<file path="config.mk">
export PLATFORM = sky130hd
export DESIGN_NAME = fv_qed_issue_sched
export DESIGN_NICKNAME = d
export VERILOG_FILES = /design/src/rtl/fv_qed_issue_sched.sv
export SDC_FILE = /design/constraint.sdc
export NUM_CORES = 1
export LEC_CHECK = 0
export CORE_ASPECT_RATIO = 1.5
export CORE_MARGIN = 8
export CORE_UTILIZATION = 50
export CTS_CLUSTER_DIAMETER = 120
export DETAILED_ROUTE_END_ITERATION = 10
export HOLD_SLACK_MARGIN = 0.15
export PLACE_DENSITY_LB_ADDON = 0.15
export SLEW_MARGIN = 20
export SYNTH_ARGS = -nofsm -noshare
export SYNTH_HDL_FRONTEND = slang
export SYNTH_SLANG_ARGS = --single-unit
</file>
<file path="constraint.sdc">
create_clock -name clk -period 5.5 [get_ports clk]
set_input_delay 1.1 -clock clk [delete_from_list [all_inputs] [get_ports clk]]
set_output_delay 1.1 -clock clk [all_outputs]
set_load 0.1 [all_outputs]
</file>
<file path="src/rtl/fv_qed_issue_sched.sv">
// QED issue scheduler: ORIG / DUP instruction injection, commit-counted drain, qed_ready strobe.
// Optional drain watchdog with timeout_err output is enabled by defining FV_QED_SCHED_TIMEOUT_EN.
module fv_qed_issue_sched #(
  parameter int unsigned NCOMMIT  = 1,
  parameter int unsigned CNT_W    = 6,
  parameter int unsigned MAX_ORIG = 16
`ifdef FV_QED_SCHED_TIMEOUT_EN
  ,
  parameter int unsigned TIMEOUT  = 64
`endif
) (
  input  logic               clk,
  input  logic               reset_,
  input  logic               start,
  input  logic               instr_valid_in,
  input  logic               instr_grant,
  input  logic               switch_req,
  input  logic               kill,
  input  logic [NCOMMIT-1:0] commit,
  output logic               issue_valid,
  output logic               issue_is_dup,
  output logic               fetch_stall,
  output logic               qed_ready,
  output logic [CNT_W-1:0]   orig_count,
  output logic [CNT_W:0]     commit_count,
  output logic               overcommit_err
`ifdef FV_QED_SCHED_TIMEOUT_EN
  ,
  output logic               timeout_err
`endif
);

  localparam logic [2:0] StIdle  = 3'd0;
  localparam logic [2:0] StOrig  = 3'd1;
  localparam logic [2:0] StDup   = 3'd2;
  localparam logic [2:0] StDrain = 3'd3;
  localparam logic [2:0] StCheck = 3'd4;

  localparam int unsigned PcW = $clog2(NCOMMIT + 1);

  logic [2:0]       r_state,      w_state_d;
  logic [CNT_W-1:0] r_orig_count, w_orig_count_d;
  logic [CNT_W-1:0] r_dup_count,  w_dup_count_d;
  logic [CNT_W:0]   r_commit_cnt, w_commit_cnt_d;
  logic             r_overcommit, w_overcommit_d;

  logic             w_issuing;
  logic             w_accept;
  logic             w_clear;
  logic [PcW-1:0]   w_popcnt;
  logic [CNT_W-1:0] w_orig_next;
  logic [CNT_W-1:0] w_dup_next;
  logic [CNT_W:0]   w_target;
  logic [CNT_W+1:0] w_commit_sum;

`ifdef FV_QED_SCHED_TIMEOUT_EN
  localparam int unsigned TmrW = $clog2(TIMEOUT + 1);
  logic [TmrW-1:0] r_drain_timer, w_drain_timer_d;
  logic            r_timeout,     w_timeout_d;
  logic [TmrW-1:0] w_timer_next;
  assign w_timer_next = r_drain_timer + 1'b1;
`endif

  assign w_issuing   = (r_state == StOrig) || (r_state == StDup);
  // A flush squashes the instruction offered in the same cycle.
  assign issue_valid = instr_valid_in & w_issuing & ~kill;
  assign w_accept    = issue_valid & instr_grant;

  assign w_orig_next = r_orig_count + CNT_W'(w_accept);
  assign w_dup_next  = r_dup_count + CNT_W'(w_accept);
  assign w_target    = {r_orig_count, 1'b0};

  always_comb begin
    w_popcnt = '0;
    for (int i = 0; i < NCOMMIT; i++) begin
      w_popcnt = w_popcnt + PcW'(commit[i]);
    end
  end

  // One extra bit so an overshoot beyond the target is never hidden by wrap-around.
  assign w_commit_sum = {1'b0, r_commit_cnt} + (CNT_W+2)'(w_popcnt);

  always_comb begin
    w_state_d      = r_state;
    w_orig_count_d = r_orig_count;
    w_dup_count_d  = r_dup_count;
    w_commit_cnt_d = r_commit_cnt;
    w_overcommit_d = r_overcommit;
    w_clear        = 1'b0;
`ifdef FV_QED_SCHED_TIMEOUT_EN
    w_drain_timer_d = '0;
    w_timeout_d     = r_timeout;
`endif

    case (r_state)
      StIdle: begin
        if (start) begin
          w_state_d = StOrig;
        end
      end
      StOrig: begin
        w_orig_count_d = w_orig_next;
        w_commit_cnt_d = w_commit_sum[CNT_W:0];
        if ((w_orig_next != '0) &&
            (switch_req || (w_orig_next == CNT_W'(MAX_ORIG)))) begin
          w_state_d = StDup;
        end
      end
      StDup: begin
        w_dup_count_d  = w_dup_next;
        w_commit_cnt_d = w_commit_sum[CNT_W:0];
        if (w_dup_next == r_orig_count) begin
          w_state_d = StDrain;
        end
      end
      StDrain: begin
        if (w_commit_sum > {1'b0, w_target}) begin
          w_overcommit_d = 1'b1;
          w_commit_cnt_d = w_target;
          w_state_d      = StCheck;
        end else begin
          w_commit_cnt_d = w_commit_sum[CNT_W:0];
          if (w_commit_sum[CNT_W:0] == w_target) begin
            w_state_d = StCheck;
          end
`ifdef FV_QED_SCHED_TIMEOUT_EN
          else if (w_timer_next == TmrW'(TIMEOUT)) begin
            w_timeout_d = 1'b1;
            w_clear     = 1'b1;
            w_state_d   = StOrig;
          end else begin
            w_drain_timer_d = w_timer_next;
          end
`endif
        end
      end
      StCheck: begin
        w_clear   = 1'b1;
        w_state_d = StOrig;
      end
      default: begin
        w_clear   = 1'b1;
        w_state_d = StIdle;
      end
    endcase

    // Kill aborts the whole cycle's work, including any overcommit detected in it.
    if (kill && (w_issuing || (r_state == StDrain))) begin
      w_clear        = 1'b1;
      w_state_d      = StOrig;
      w_overcommit_d = r_overcommit;
`ifdef FV_QED_SCHED_TIMEOUT_EN
      w_drain_timer_d = '0;
      w_timeout_d     = r_timeout;
`endif
    end

    if (w_clear) begin
      w_orig_count_d = '0;
      w_dup_count_d  = '0;
      w_commit_cnt_d = '0;
    end
  end

  always_ff @(posedge clk or posedge reset_) begin
    if (reset_) begin
      r_state      <= StIdle;
      r_orig_count <= '0;
      r_dup_count  <= '0;
      r_commit_cnt <= '0;
      r_overcommit <= 1'b0;
    end else begin
      r_state      <= w_state_d;
      r_orig_count <= w_orig_count_d;
      r_dup_count  <= w_dup_count_d;
      r_commit_cnt <= w_commit_cnt_d;
      r_overcommit <= w_overcommit_d;
    end
  end

`ifdef FV_QED_SCHED_TIMEOUT_EN
  always_ff @(posedge clk or posedge reset_) begin
    if (reset_) begin
      r_drain_timer <= '0;
      r_timeout     <= 1'b0;
    end else begin
      r_drain_timer <= w_drain_timer_d;
      r_timeout     <= w_timeout_d;
    end
  end

  assign timeout_err = r_timeout;
`endif

  assign issue_is_dup   = (r_state == StDup);
  assign fetch_stall    = ~w_issuing;
  assign qed_ready      = (r_state == StCheck);
  assign orig_count     = r_orig_count;
  assign commit_count   = r_commit_cnt;
  assign overcommit_err = r_overcommit;

endmodule
</file>
[After elaboration in Yosys (flattened, before gate mapping)]
Cells that the tools add are included.
W data, S select, Z words.
Storage, ports and cells
  logic and storage cells: 56
  output and inout bits: 18
  flip-flop bits (word level): 23
  input bits: 8
Operators by class
  reduce and logical (&&, ||, !) cells: 14
  equal/unequal tests: 11
  add/subtract/negate cells: 3
  $lt $le $gt $ge: 1
  bitwise logic cells: 6
  muxes and demuxes: 16
Operators with widths (number)
  $mux W6: 4
  $mux W3: 6
  $pmux W3 S5: 1
  $mux W7: 2
  $pmux W7 S2: 1
  $add A6 B1 Y6: 2
  $add A7 B1 Y8: 1
  $gt A8 B7 Y1: 1
  $eq A7 B7 Y1: 1
  $eq A3 B2 Y1 const B: 2
  $eq A6 B5 Y1 const B: 1
  $eq A6 B6 Y1: 1
  $ne A3 B1 Y1 const B: 2
  $reduce_bool A6 Y1: 1
  $ne A4 B3 Y1 const B: 1
  $reduce_and A4 Y1: 1
  $reduce_bool A2 Y1: 2
  $reduce_or A4 Y1: 1
  $and A1 B1 Y1: 3
  $eq A3 B1 Y1 const B: 1
  $eq A3 B3 Y1 const B: 1
  $logic_not A3 Y1: 1
  $logic_or A1 B1 Y1: 3
  $ne A3 B3 Y1 const B: 1
  other kinds (6): 10

[Logic depth before layout (Yosys ltp)]
Gate-level depths: netlist of run 1.
  word-level depth: 12
  depth in mapped cells: 12
  depth with buffers taken out: 11

[Worst setup path after synthesis of run 1]
OpenSTA, ideal clock, no wires.
  path kind: input to register
  start: input kill
  end: register r_state[0]
  path slack: 1.957 ns
  buffers on the path: 0
  stages on the path: 9
  setup time: 0.090 ns
  required time: 5.410 ns
  data arrival time: 3.453 ns
  cells stage by stage: inv_1 -> and3_1 -> and2_1 -> ha_1 -> ha_1 -> nor3_1 -> nand4_1 -> mux2_1 -> o221ai_1
On the way
  word-level cells in the longest chain between the ends: 9
  elaborated cells between the ends (all ways): 17
  classes of those cells: add/sub (2); eq/ne (6); mux (1); bitwise (3); reduce/logical (5)
Ends and longest elaborated chain
  start: declaration: line 18  | input logic kill,
  $not A1 Y1 (*): line 66  | assign issue_valid = instr_valid_in & w_issuing & ~kill;
  $and A1 B1 Y1 (*): line 66
  via issue_valid: line 20  | output logic issue_valid,
  $and A1 B1 Y1 (*): line 67  | assign w_accept = issue_valid & instr_grant;
  $add A6 B1 Y6: line 69  | assign w_orig_next = r_orig_count + CNT_W'(w_accept);
  $eq A6 B5 Y1: line 105  | (switch_req || (w_orig_next == CNT_W'(MAX_ORIG)))) begin
  $logic_or A1 B1 Y1: line 105
  $logic_and A1 B1 Y1: line 104  | if ((w_orig_next != '0) &&
  $ne A3 B1 Y1 (no line)
  $reduce_and A4 Y1 (no line) (*)
  end signal: assignment: line 167  | r_state <= StIdle;
  end signal: assignment: line 173  | r_state <= w_state_d;
  end: declaration: line 41  | logic [2:0] r_state, w_state_d;
Mark *: on every way through the listed nets, which the timed path passes. The rest lies on a longest branch.
A chain may end at the register's enable or synchronous reset.

[Worst setup path in the final report of run 1]
  start: input kill
  end: output issue_valid
On the way
  word-level cells in the longest chain between the ends: 2
Ends and longest elaborated chain (line)
  $not A1 Y1: 66
  $and A1 B1 Y1: 66
  end: declaration: 20
Every way passes these cells.

==> impl_metrics.py, run 1 <==
metrics = {
    "run_status": {
        "outcome": "completed",
    },
    "timing": {
        "whs_ns": 0.479,
        "max_slew_margin_pct": 33.9,
        "setup_viol": 0,
        "fin_ws_ns": 1.28,
        "worst_slew_pin_slew_ns": 0.988,
        "timing.final.crit_share_pct": 76.8,
        "min_period_ns": 4.22,
        "fin_worst_skew_ns": 0.00400,
        "rsz0062_at_grt": "no",
        "fmax_ghz": 0.237,
        "setup_tns_ns": 0,
        "hold_viol_final": 0,
        "slew_violations": 0,
    },
    "yosys": {
        "syn-cell-area_mm2": 0.00180,
        "synthArstFlopShare_pct": 100,
        "synth_top_area_cell": "dfrtp_1",
        "avgSynthCellArea_um2": 8.45,
        "synth_edf_count": 0,
        "synth_ff_type": "dfrtp_1",
        "netlist.area_leader.share_pct": 32.0,
        "postSynthCellCount": 213,
        "yosysWarnings": 0,
        "ys_seq_elements": 23,
        "synth-seq-area-share_pct": 32.0,
        "synthDistinctLibCells": 51,
        "yosys-top-cells-area": "dfrtp_1 32%, ha_1 8.3%, nand2_1 5.0%",
        "yosys.cell_count.top_type": "nand2_1",
        "synth_common_cells": "24 x nand2_1, 23 x dfrtp_1, 22 x nor2_1, 12 x ha_1, 9 x xor2_1",
        "syn-num-nets": 233,
    },
    "cts": {
        "cts_buffers": 3,
        "clk_path_buf_depth": 2,
        "cts.sinks": 23,
        "ctsHoldBuffers": 0,
        "htreeDepth": 1,
        "postCtsSetupBuffers": 0,
        "path_clk_slew_ns": 0.08,
        "cts_tree": "built",
        "root_buffer": "clkbuf_8",
        "ctsResizeCount": 0,
        "clk_latency_ns": 0.27,
    },
    "final_layout": {
        "layout.nets": 253,
        "drive_above_1_share_pct": 6.03,
        "synthToLayoutAreaGrowth_pct": 16.8,
        "num_antenna_cells": 0,
    },
    "worst_setup_path": {
        "startpoint": "kill",
        "cp_max_fo": 6,
        "arrival_ns": 3.12,
        "reg2reg_from": "commit_count[0]",
        "startpoint_type": "input port",
        "worst_ep_required_time_ns": 4.40,
        "worstSetupEndpointType": "primary output",
        "timing_worst_setup_path_type": "in2out",
    },
    "detailed_routing": {
        "drc": 0,
        "routedWlPerCell_um": 16.6,
        "antenna_left": 0,
        "via_count": 1680,
        "drt-pass1-iter-count": 4,
        "viasPerCell": 6.13,
        "wirelength_mm": 4.54,
        "drt_iter0_markers": 84,
    },
    "placed_design": {
        "hpwl_mm": 3.47,
        "pre_cts_ws_ns": 1.30,
        "io_buffers": 25,
        "gp_congestion": 0.890,
    },
    "floorplanning": {
        "die_x_um": 65.0,
        "die_y_um": 89.5,
        "rows": 26,
        "start_util_pct": 52.7,
        "core_area_mm2": 0.00342,
        "dieArea_mm2": 0.00582,
        "ios": 26,
    },
    "power_and_ir_drop": {
        "p_leak_nw": 0.952,
        "peakVddDrop_v": 0.000399,
        "powerDensity_mw_per_mm2": 365,
    },
    "global_route": {
        "grt_usage_pct": 16.4,
        "grt_pass1_vias": 1614,
        "grt_max_degree": 24,
        "grt_pass1_wl_mm": 7.59,
        "antenna_found_initial": 0,
        "grt.overflow.total": 0,
    },
    "job": {
        "max-cap-violations": 0,
    },
    "min_path": {
        "worstHoldPathType": "reg2reg",
        "hp-start": "overcommit_err",
    },
}
[flip-flops by register name, indices dropped and copies added (netlist names)]
name            flops
commit_count        7
orig_count          6
overcommit_err      1
r_dup_count         6
r_state             3
[layer usage]
metal  global-route usage (%)  share of wire (%)
met4                     7.57                2.3
met2                     30.9                 53
met3                     3.26                5.1
met5                        0                  0
met1                     17.0                 39
[power by group]
part	total, mW	internal [mW]	switching, mW
combinational	0.433	0.122	0.311
clock	0.107	0.0506	0.0568
sequential	0.228	0.190	0.0377
[critical path, cell delays in order]
cell and delay, ns:
clkdlybuf4s50_1 0.51, inv_1 0.17, and3_1 0.19, clkdlybuf4s50_1 1.15
[per-stage QoR]
| step | instances | area, um2 | power [mW] | utilization, % |
|---|---|---|---|---|
| floorplan | 213 | 1800 | 0.570 | - |
| global placement | 270 | 2060 | 0.658 | 60.2 |
| detailed placement | 270 | 2060 | 0.662 | 60.2 |
| CTS | 274 | 2100 | 0.772 | 61.6 |
| global route | 274 | 2100 | 0.811 | 61.6 |
| finish | 274 | 2100 | 0.768 | 61.6 |
[worst paths after layout]
path | slack (ns) | depth (start not counted) | to
min in group asynchronous | 1.33 | 2 | r_dup_count[2]
worst max register to register | 2.56 | 10 | commit_count[6]
worst min register to register | 0.48 | 1 | overcommit_err
worst max-delay path | 1.28 | 4 | issue_valid
worst min-delay path | 0.48 | 1 | overcommit_err
max in group asynchronous | 3.60 | 2 | orig_count[1]
[cell type report]
class | instances | area [um2]
Clock buffer | 3 | 41.3
Clock inverter | 1 | 5.00
Fill cell | 317 | 1310
Inverter | 10 | 37.5
Multi-Input combinational cell | 170 | 1140
Sequential cell | 23 | 576
Tap cell | 42 | 52.6
Timing Repair Buffer | 25 | 250
[logic make-up (layout without fill, tap and decap cells)]
kind of cell,after synthesis,after routing,share of synthesized area [%]
multiplexers,4,4,2.29
flip-flops,23,23,32.0
AO/OA/AOI/OAI,44,44,18.1
AND/OR/NAND/NOR,97,97,28.3
buffers and inverters,20,39,4.66
adder cells (fa/ha/maj),12,12,8.34
XOR/XNOR,13,13,6.32
[cells in the final DEF, fill, tap and decap left out, types with 2 or more instances in the layout]
master / count
or2_2: 4
nor2_1: 22
mux2i_1: 3
nor3_1: 5
o221ai_1: 2
o211ai_1: 6
a22oi_1: 2
nor3b_1: 4
nand2_1: 24
o2111ai_1: 4
nand4_1: 4
o21ai_0: 3
a21o_1: 3
nand3_1: 7
inv_2: 2
ha_1: 12
inv_1: 8
or3b_1: 2
a21oi_1: 8
nand2b_1: 3
o32a_1: 2
dfrtp_1: 23
and2_1: 5
and3_1: 2
nor2b_1: 6
clkbuf_8: 3
or3_1: 3
xor2_1: 9
o21bai_1: 2
xnor2_1: 4
clkdlybuf4s50_1: 25
Power figures use the tool's default switching activity.
==> inputs of run 2 (changes only) <==
==> constraint.sdc (replaced) <==
create_clock -name clk -period 4.35 [get_ports clk]
set_input_delay 0.87 -clock clk [delete_from_list [all_inputs] [get_ports clk]]
set_output_delay 0.87 -clock clk [all_outputs]
set_load 0.1 [all_outputs]
==> run 2 against run 1 <==
- via count fell by 2.1%
- power rose by 26%
- setup slack got worse by 0.54 ns
- first-iteration DRC count fell by 38%
- count of clock-buffer cells in the layout did not move
- critical path depth rose by 8
- utilization fell by 0.15 points
- highest routed layer unchanged
- clock power rose by 24%
- routed wire length rose by 0.68%
- flip-flop and latch count did not move
==> impl_metrics.py, run 2 (same netlist as run 1, synthesis figures left out) <==
metrics = {
    "worst_setup_path": {
        "worst_ep_required_time_ns": 4.48,
        "startpoint_type": "input port",
        "crit_slowest_cell": "clkdlybuf4s50_1",
        "crit_chain": "clkdlybuf4s50_1 > ha_1 > ha_1 > nand3_1 > and2_1 > or2_2 > ha_1 > nand3_1 > a21oi_1 > o221a_2 > nor2_1 > o211ai_1",
        "timing.critical_path.mode_cell": "ha_1",
        "arrival_ns": 3.74,
        "cpPeakStageDelay_ns": 0.46,
        "timing_worst_setup_path_type": "in2reg",
        "path_buf_inv": 1,
        "cp_max_fo": 7,
        "worstSetupEndpointType": "flop",
        "critPathTopFamily": "simple AND/OR/NAND/NOR gates",
    },
    "floorplanning": {
        "start_util_pct": 52.7,
        "ios": 26,
        "dieArea_mm2": 0.00582,
        "core_area_mm2": 0.00342,
        "rows": 26,
        "die_y_um": 89.5,
        "die_x_um": 65.0,
    },
    "power_and_ir_drop": {
        "powerDensity_mw_per_mm2": 462,
        "p_leak_nw": 0.955,
        "total_power_mw": 0.970,
        "peakVddDrop_v": 0.000655,
    },
    "timing": {
        "max_slew_margin_pct": 34.6,
        "fin_worst_skew_ns": 0.00347,
        "slew_violations": 0,
        "setup_tns_ns": 0,
        "rsz0062_at_grt": "no",
        "timing.final.crit_share_pct": 83.1,
        "worst_slew_pin_slew_ns": 0.978,
        "fmax_ghz": 0.277,
        "min_period_ns": 3.61,
        "hold_viol_final": 0,
        "setup_viol": 0,
    },
    "final_layout": {
        "drive_above_1_share_pct": 6.90,
        "design_area_mm2": 0.00210,
        "layout_common_cells": "24 x nand2_1, 23 x dfrtp_1, 23 x clkdlybuf4s50_1",
        "layout_commonest_cell": "nand2_1",
        "layout.nets": 253,
        "num_antenna_cells": 0,
        "synthToLayoutAreaGrowth_pct": 16.5,
        "largest_register_ffs": 7,
        "final_util_pct": 61.4,
    },
    "global_route": {
        "grt_pass1_vias": 1661,
        "grt_max_degree": 24,
        "antenna_found_initial": 0,
        "grt_usage_pct": 16.8,
        "grt.overflow.total": 0,
        "grt_pass1_wl_mm": 7.72,
    },
    "cts": {
        "clk_latency_ns": 0.26,
        "ctsHoldBuffers": 0,
        "cts_tree": "built",
        "clk_path_buf_depth": 2,
        "root_buffer": "clkbuf_8",
        "postCtsSetupBuffers": 0,
        "htreeDepth": 1,
        "ctsResizeCount": 0,
        "cts.sinks": 23,
        "path_clk_slew_ns": 0.08,
        "cts_buffers": 3,
    },
    "detailed_routing": {
        "antenna_left": 0,
        "routedWlPerCell_um": 16.7,
        "viasPerCell": 6.00,
        "via_count": 1645,
        "wirelength_mm": 4.57,
        "drt-pass1-iter-count": 4,
        "drc": 0,
        "drt_iter0_markers": 52,
    },
    "job": {
        "max-cap-violations": 0,
    },
    "placed_design": {
        "hpwl_mm": 3.56,
        "gp_congestion": 0.866,
        "placed_area_mm2": 0.00205,
        "io_buffers": 25,
    },
    "run_status": {
        "outcome": "completed",
    },
    "min_path": {
        "worstHoldPathType": "reg2reg",
    },
}
-- run 2: changes by cell type in the layout (fill, tap and decap cells not counted), sizes merged --
cell,delta
buf,+2
clkdlybuf4s50,-2
-- run 2: final cells by class --
class	instances	area (um2)
clock inverter	1	5.00
fill	334	1320
timing repair buffer	25	245
tap	42	52.6
inverter	10	37.5
sequential	23	576
multi-input combinational	170	1140
clock buffer	3	41.3
-- run 2: metrics by stage --
stage                     setup WS [ns]  instances  hold slack [ns]
final                             0.735        274            0.491
after global routing              0.535        274            0.527
after CTS                         0.734        274            0.489
after detailed placement          0.449        270            0.467
after global placement            0.530        270            0.471
after floorplan                   0.833        213            0.493
-- run 2: report_power, final --
| part | leakage [nW] | switching [mW] | internal, mW | total [mW] |
|---|---|---|---|---|
| Sequential | 0.314 | 0.0485 | 0.241 | 0.289 |
| Clock | 0.0255 | 0.0689 | 0.0639 | 0.133 |
| Combinational | 0.616 | 0.395 | 0.153 | 0.548 |
-- run 2: path summary, 6_finish.rpt --
| check | slack, ns | start | cells past startpoint | endpoint |
|---|---|---|---|---|
| setup / recovery | 0.74 | commit | 12 | commit_count[4] |
| hold / removal | 0.49 | overcommit_err | 1 | overcommit_err |
| setup reg to reg | 1.40 | commit_count[0] | 11 | commit_count[4] |
| hold reg to reg | 0.49 | overcommit_err | 1 | overcommit_err |
| max in group asynchronous | 2.67 | reset_ | 2 | commit_count[6] |
| min in group asynchronous | 1.11 | reset_ | 2 | commit_count[0] |
-- run 2: worst register-to-register path: cells and delay by family (launching register included) --
kind,cells,cell delay [ns]
AND/OR/NAND/NOR,5,1.19
flip-flops,1,0.39
adder cells (fa/ha/maj),3,0.66
AO/OA/AOI/OAI,3,0.59
-- run 2: per-layer routing --
layer	vias up	GRT usage, %	wire, um
met2	34	31.7	2430
li1	806	-	-
met5	-	0	0
met4	0	6.97	104
met3	11	3.01	174
met1	794	17.7	1860
==> inputs of run 3 (changes only) <==
==> constraint.sdc (replaced) <==
create_clock -name clk -period 3.7 [get_ports clk]
set_input_delay 0.74 -clock clk [delete_from_list [all_inputs] [get_ports clk]]
set_output_delay 0.74 -clock clk [all_outputs]
set_load 0.1 [all_outputs]
==> run 3 against run 2 <==
- critical path depth is 1 lower
- highest routed layer unchanged
- combinational power up 23%
- largest cell class unchanged
- sequential share of layout area shrank 0.48 points
- worst hold slack better by 0.0018 ns
- clock power up 20%
- critical path type unchanged
- final cell count up 2.6%
- final area increased by 1.8%
- setup slack lost 0.49 ns
==> impl_metrics.py, run 3 (same netlist as run 1, synthesis figures left out) <==
metrics = {
    "final_layout": {
        "layout_common_cells": "24 x nand2_1, 23 x dfrtp_1, 22 x nor2_1",
        "num_antenna_cells": 0,
        "largest_register_ffs": 7,
        "design_area_mm2": 0.00214,
        "layout_commonest_cell": "nand2_1",
        "drive_above_1_share_pct": 12.1,
        "synthToLayoutAreaGrowth_pct": 18.6,
        "layout.nets": 260,
    },
    "worst_setup_path": {
        "worst_ep_required_time_ns": 3.86,
        "arrival_ns": 3.61,
        "crit_chain": "clkdlybuf4s50_1 > ha_1 > nand3_1 > o21a_1 > or2_2 > ha_1 > a21o_1 > a21o_1 > o221a_2 > or3_1 > a32o_1",
        "cp_max_fo": 5,
        "cpPeakStageDelay_ns": 0.46,
        "timing_worst_setup_path_type": "in2reg",
        "startpoint_type": "input port",
        "crit_slowest_cell": "clkdlybuf4s50_1",
        "worstSetupEndpointType": "flop",
    },
    "detailed_routing": {
        "wirelength_mm": 4.79,
        "drt-pass1-iter-count": 4,
        "routedWlPerCell_um": 17.1,
        "viasPerCell": 5.98,
        "drc": 0,
        "drt_iter0_markers": 61,
        "via_count": 1680,
        "antenna_left": 0,
    },
    "timing": {
        "min_period_ns": 3.45,
        "max_slew_margin_pct": 34.5,
        "fmax_ghz": 0.290,
        "setup_viol": 0,
        "worst_slew_pin_slew_ns": 0.979,
        "rsz0062_at_grt": "no",
        "whs_ns": 0.493,
        "timing.final.crit_share_pct": 93.3,
        "setup_tns_ns": 0,
        "fin_ws_ns": 0.247,
        "fin_worst_skew_ns": 0.00514,
        "hold_viol_final": 0,
        "slew_violations": 0,
    },
    "global_route": {
        "grt.overflow.total": 0,
        "antenna_found_initial": 0,
        "grt_max_degree": 24,
        "grt_pass1_vias": 1852,
        "grt_usage_pct": 17.7,
        "grt_pass1_wl_mm": 8.24,
    },
    "cts": {
        "cts_tree": "built",
        "postCtsSetupBuffers": 0,
        "ctsHoldBuffers": 0,
        "ctsResizeCount": 0,
        "clk_path_buf_depth": 2,
        "htreeDepth": 1,
        "root_buffer": "clkbuf_8",
        "path_clk_slew_ns": 0.08,
        "cts_buffers": 3,
        "clk_latency_ns": 0.27,
        "cts.sinks": 23,
    },
    "power_and_ir_drop": {
        "peakVddDrop_v": 0.000564,
        "sequentialPowerShare_pct": 28.8,
        "p_int_mw": 0.561,
        "clockPowerShare_pct": 13.6,
        "powerDensity_mw_per_mm2": 548,
        "switching_share_pct": 52.1,
        "p_leak_nw": 1.00,
        "p_switching_mw": 0.610,
        "combPwrFrac_pct": 57.6,
    },
    "placed_design": {
        "gp_congestion": 0.899,
        "pre_cts_ws_ns": -0.0332,
        "io_buffers": 25,
        "placed_area_mm2": 0.00209,
        "hpwl_mm": 3.72,
    },
    "run_status": {
        "outcome": "completed",
    },
    "floorplanning": {
        "dieArea_mm2": 0.00582,
        "die_x_um": 65.0,
        "start_util_pct": 52.7,
        "rows": 26,
        "die_y_um": 89.5,
        "ios": 26,
        "core_area_mm2": 0.00342,
    },
    "job": {
        "max-cap-violations": 0,
    },
    "min_path": {
        "worstHoldPathType": "reg2reg",
    },
}
## run 3: cell type report
cell class	instances	area, um2
Multi-Input combinational cell	170	1140
Clock inverter	1	5.00
Sequential cell	23	576
Clock buffer	3	41.3
Tap cell	42	52.6
Fill cell	310	1280
Timing Repair Buffer	32	283
Inverter	10	37.5
## run 3: worst paths after layout
path	startpoint	to	slack (ns)	depth (start not counted)
min in group asynchronous	reset_	commit_count[2]	0.97	2
max reg2reg	commit_count[0]	commit_count[6]	0.77	10
min reg2reg	overcommit_err	overcommit_err	0.49	1
max in group asynchronous	reset_	commit_count[6]	2.16	2
max	commit	commit_count[6]	0.25	11
min	overcommit_err	overcommit_err	0.49	1
## run 3: layer usage
layer	share of wire [%]	track usage (%)	vias to the layer above
li1	-	-	820
met1	40	17.7	821
met2	54	34.1	31
met3	3.8	3.14	8
met4	2.1	8.57	0
met5	0	0	-
## run 3: power by group through the flow
stage          registers, mW  logic [mW]  clock network [mW]
6_report               0.338       0.674               0.159
5_1_grt                0.344       0.727               0.173
4_1_cts                0.337       0.681               0.163
3_5_place_dp           0.342       0.676                   0
3_3_place_gp           0.340       0.669                   0
2_1_floorplan          0.487       0.360                   0
## run 3: critical path, delay by kind of cell
kind	cells	cell delay, ns
AOI/OAI and AO/OA	5	1.15
adders and majority gates	2	0.45
buffers and inverters	1	0.46
and+or+nand+nor	3	0.81
## run 3: per-stage QoR
| step | cells | util [%] | power [mW] |
|---|---|---|---|
| final | 281 | 62.5 | 1.17 |
| after global routing | 281 | 62.5 | 1.24 |
| after CTS | 281 | 62.5 | 1.18 |
| after detailed placement | 277 | 61.2 | 1.02 |
| after global placement | 277 | 61.2 | 1.01 |
| after floorplan | 213 | - | 0.847 |
